**src/rtl/map_palette_fader.sv**
```systemverilog
// Palette fader for the map layer: darkens the palette ROM colour by a
// frame-paced fade level that steps between full colour and black.
module map_palette_fader #(
    parameter int unsigned FRAMES_PER_STEP = 4
) (
    input  logic       Clk,
    input  logic       Reset,
    input  logic       frame_tick,
    input  logic       fade_out_req,
    input  logic       fade_in_req,
    input  logic [3:0] pix_index,
    output logic [3:0] pal_index,
    input  logic [3:0] base_red,
    input  logic [3:0] base_green,
    input  logic [3:0] base_blue,
    output logic [3:0] red,
    output logic [3:0] green,
    output logic [3:0] blue,
    output logic [3:0] fade_level,
    output logic       busy,
    output logic       done
);

    typedef enum logic [1:0] {
        CLEAR,
        FADING_OUT,
        DARK,
        FADING_IN
    } state_t;

    localparam logic [7:0] STEP_LAST = 8'(FRAMES_PER_STEP);

    state_t     state_q, state_d;
    logic [7:0] cnt_q, cnt_d;
    logic [3:0] level_q, level_d;
    logic       done_q, done_d;
    logic [3:0] red_q, red_d;
    logic [3:0] green_q, green_d;
    logic [3:0] blue_q, blue_d;

    logic       in_req_eff;
    logic [7:0] cnt_inc;
    logic       step_hit;

    function automatic logic [3:0] sat_sub(input logic [3:0] base, input logic [3:0] lvl);
        return (base > lvl) ? (base - lvl) : 4'd0;
    endfunction

    assign pal_index  = pix_index;
    assign fade_level = level_q;
    assign busy       = (state_q == FADING_OUT) || (state_q == FADING_IN);
    assign done       = done_q;
    assign red        = red_q;
    assign green      = green_q;
    assign blue       = blue_q;

    // A simultaneous fade-out request masks fade-in everywhere.
    assign in_req_eff = fade_in_req & ~fade_out_req;
    assign cnt_inc    = cnt_q + 8'd1;
    assign step_hit   = frame_tick && (cnt_inc == STEP_LAST);

    always_comb begin
        state_d = state_q;
        cnt_d   = cnt_q;
        level_d = level_q;
        done_d  = 1'b0;
        red_d   = sat_sub(base_red, level_q);
        green_d = sat_sub(base_green, level_q);
        blue_d  = sat_sub(base_blue, level_q);

        unique case (state_q)
            CLEAR: begin
                if (fade_out_req) begin
                    state_d = FADING_OUT;
                    cnt_d   = '0;
                end
            end
            DARK: begin
                if (in_req_eff) begin
                    state_d = FADING_IN;
                    cnt_d   = '0;
                end
            end
            FADING_OUT: begin
                if (in_req_eff) begin
                    state_d = FADING_IN;
                    cnt_d   = '0;
                end else if (frame_tick) begin
                    if (step_hit) begin
                        cnt_d = '0;
                        // Saturate at black even if a reversal started at 15.
                        if (level_q >= 4'd14) begin
                            level_d = 4'd15;
                            state_d = DARK;
                            done_d  = 1'b1;
                        end else begin
                            level_d = level_q + 4'd1;
                        end
                    end else begin
                        cnt_d = cnt_inc;
                    end
                end
            end
            FADING_IN: begin
                if (fade_out_req) begin
                    state_d = FADING_OUT;
                    cnt_d   = '0;
                end else if (frame_tick) begin
                    if (step_hit) begin
                        cnt_d = '0;
                        if (level_q <= 4'd1) begin
                            level_d = 4'd0;
                            state_d = CLEAR;
                            done_d  = 1'b1;
                        end else begin
                            level_d = level_q - 4'd1;
                        end
                    end else begin
                        cnt_d = cnt_inc;
                    end
                end
            end
            default: begin
                state_d = CLEAR;
                cnt_d   = '0;
                level_d = '0;
            end
        endcase
    end

    always_ff @(posedge Clk or posedge Reset) begin
        if (Reset) begin
            state_q <= CLEAR;
            cnt_q   <= '0;
            level_q <= '0;
            done_q  <= 1'b0;
            red_q   <= '0;
            green_q <= '0;
            blue_q  <= '0;
        end else begin
            state_q <= state_d;
            cnt_q   <= cnt_d;
            level_q <= level_d;
            done_q  <= done_d;
            red_q   <= red_d;
            green_q <= green_d;
            blue_q  <= blue_d;
        end
    end

endmodule

```
**config.mk**
```make
export PLATFORM = sky130hd
export DESIGN_NAME = map_palette_fader
export DESIGN_NICKNAME = d
export VERILOG_FILES = /design/src/rtl/map_palette_fader.sv
export SDC_FILE = /design/constraint.sdc
export NUM_CORES = 1
export LEC_CHECK = 0
export ABC_CLOCK_PERIOD_IN_PS = 2490
export CORE_ASPECT_RATIO = 0.6
export CORE_MARGIN = 4
export CORE_UTILIZATION = 30
export DETAILED_ROUTE_END_ITERATION = 10
export HOLD_SLACK_MARGIN = 0.08
export SLEW_MARGIN = 10
export SYNTH_ARGS = -nofsm -noshare
export SYNTH_HDL_FRONTEND = slang
export SYNTH_SLANG_ARGS = --single-unit
```
**constraint.sdc**
```tcl
create_clock -name Clk -period 2.49 [get_ports Clk]
set_input_delay 0.498 -clock Clk [delete_from_list [all_inputs] [get_ports Clk]]
set_output_delay 0.498 -clock Clk [all_outputs]
set_load 0.02 [all_outputs]
```
==> flow_summary.toml <==
[outcome]
status = "completed"

[logic_synthesis]
synth_top_area_frac = 0.339
yosysTopAreaCell = "dfrtp_1"
yosys_warnings = 0
avgSynthCellArea_um2 = 9.49
ys_async_sr_fraction = 1.00
synth_nets = 257
synth_ff_type = "dfrtp_1"
ys_ff_latch = 27
netlist_instances = 210
synth.area.top_cells = "dfrtp_1 (34%), ha_1 (14%), nor2_1 (5.1%), inv_1 (3.2%), xnor2_1 (3.1%)"
synth_edf_count = 0
ys_seq_area_frac = 0.339
syn_area_um2 = 1990
synthDistinctLibCells = 50

[floorplanning]
die_area_um2 = 8050
ios = 43
dieWidth_um = 113
rows = 22
core_um2 = 6280
initial_utilization = 0.317
die_h_um = 71.1

[route]
drtPass1Iterations = 4
drcViolationCount = 0
drt-initial-drc-count = 83
vias = 1584
vias_per_cell = 4.77
wl_per_cell_um = 13.6
wl_um = 4510
ant_nets = 0

[cts]
cts_hold_buf = 0
cts_setup_buffers = 0
cts_resized = 0
cts_sinks = 27
cts_buffer_depth = 2
root_buffer = "clkbuf_8"
clk_latency_ns = 0.27
cts_buffers = 3
htree_levels = 1
clk_pin_slew_ns = 0.10
cts_tree = "yes"

[global_routing]
grt_start_max_net_pins = 28
grt_overflow = 0
grt_pass1_vias = 1526
track_usage = 0.115
antenna_found_initial = 0
grt_pass1_wl_um = 7540

[placed_design]
gp_congestion = 0.827
io_buffer_count = 34
hpwl_um = 3550
placed_cells = 328
place_ws_ns = 0.206
place_area_um2 = 2440

[timing]
period_share = 0.953
rsz0062_at_grt = "false"
skew_ns = 0.0137
hold_viol_final = 0
maxSlewViolCount = 0
max_slew_margin = 0.737
final.min_clock_period_ns = 2.37
setup_viol = 0
fin_ws_ns = 0.117
timing.fmax_mhz = 421
fin_tns_setup_ns = 0
tightest_slew_ns = 0.384

[cells_and_area]
n_fill_cell = 635
fin_nets = 296
final_cell_area_um2 = 2490
antenna_cells = 0
final_cells = 332
ff_latch_area_um2 = 677
drive_gt1_frac = 0.0927
area_growth_pct = 24.9
multi_input_area_um2 = 1200

[power]
power.share.switching = 0.374
p_int_mw = 0.885
p_per_area_nw_per_um2 = 568
leakagePower_nw = 1.11
power_mw = 1.41
seqPwrFrac = 0.368
ir_worst_vdd_mv = 0.282
pwr-share-comb = 0.457
p_clk_frac = 0.174
power_switching_mw = 0.528

[worst_setup_path]
start_kind = "flip-flop"
crit_arrival_ns = 1.87
critPathCaptureType = "output pin"
worstSetupPathType = "reg2out"
crit_fanout = 5
critical_path_required_ns = 1.99

[worst_hold_path]
min_path_type = "in2async"

[run]
maxCapViolCount = 0
-- power groups by stage --
stage                     Clock, mW  Combinational (mW)  Sequential (mW)
after floorplan                   0               0.421            0.530
after global placement            0               0.637            0.528
after detailed placement          0               0.641            0.526
after CTS                     0.264               0.645            0.518
after global routing          0.282               0.717            0.528
final                         0.246               0.646            0.520
-- registers in the layout, summed over array words and instances (netlist names) --
name	cells
state_q	2
green	4
fade_level	4
blue	4
red	4
done	1
cnt_q	8
-- cells in the mapped netlist, drive strengths merged, types with 2 or more instances --
cell type  instances
a21o               6
a21oi             11
a22oi              2
a31o               2
a31oi              2
a41o               3
and2               2
and3               2
buf                5
clkbuf             2
dfrtp             27
fa                 3
ha                23
inv               18
nand2             12
nand3              3
nand4              3
nor2              27
nor2b              2
nor3               5
nor4               3
o21ai             11
o22ai              3
o31ai              2
or3                4
xnor2              7
xor2               5
-- metrics by stage --
| stage | hold WS [ns] | util |
|---|---|---|
| after floorplan | 0.533 | - |
| after global placement | 0.565 | 0.389 |
| after detailed placement | 0.573 | 0.389 |
| after CTS | 0.578 | 0.396 |
| after global routing | 0.610 | 0.396 |
| final | 0.575 | 0.396 |
-- worst max-delay path, cell delays in order, from the launching register on --
cell and delay (ns):
dfrtp_2 0.42, inv_1 0.09, ha_1 0.25, or2_2 0.30, clkdlybuf4s50_1 0.55
-- path summary, 6_finish.rpt --
path | start | endpoint | slack (ns) | depth (start not counted)
setup / recovery | state_q[1]$_DFFE_PP0P_ | busy | 0.12 | 4
hold / removal | Reset | green[1]$_DFF_PP0_ | 0.57 | 3
setup reg to reg | cnt_q[0]$_DFFE_PP0P_ | state_q[1]$_DFFE_PP0P_ | 0.45 | 6
hold reg to reg | cnt_q[7]$_DFFE_PP0P_ | cnt_q[7]$_DFFE_PP0P_ | 0.59 | 2
max in group asynchronous | Reset | state_q[1]$_DFFE_PP0P_ | 1.64 | 3
min in group Clk | cnt_q[7]$_DFFE_PP0P_ | cnt_q[7]$_DFFE_PP0P_ | 0.59 | 2
-- cell families after synthesis --
logic type / Yosys count / share of synthesized area
mux: 2 / 0.0126
flops: 27 / 0.339
fa+ha+maj: 26 / 0.175
simple gates: 68 / 0.178
buf+inv: 25 / 0.0584
compound gates: 50 / 0.184
xor+xnor: 12 / 0.0528
-- cell usage in the layout (no fill, tap or decap), drive strengths merged, types with 3 or more instances in the layout --
cell type and instances:
o21ai 11, a41o 3, clkbuf 4, or3 4, inv 18, nor4 3
dfrtp 27, buf 7, xor2 5, xnor2 7, nand4 3, o22ai 3
nand3 3, nor3 5, a21oi 11, fa 3, clkdlybuf4s50 34, nor2 27
a21o 6, nand2 12, ha 23
-- final cells by class --
class	count	area share
Clock buffer	4	0.0181
Inverter	18	0.0272
Multi-Input combinational cell	158	0.482
Sequential cell	27	0.272
Tap cell	84	0.0423
Timing Repair Buffer	41	0.158
-- per-layer routing --
layer  global-route usage  up-vias  routed length [um]
met1                0.169      735                2470
li1                     -      820                   -
met2                0.169       27                1810
met5                    0        -                   0
met4               0.0253        0                  36
met3               0.0274        2                 194
(Power assumes the default switching activity.)
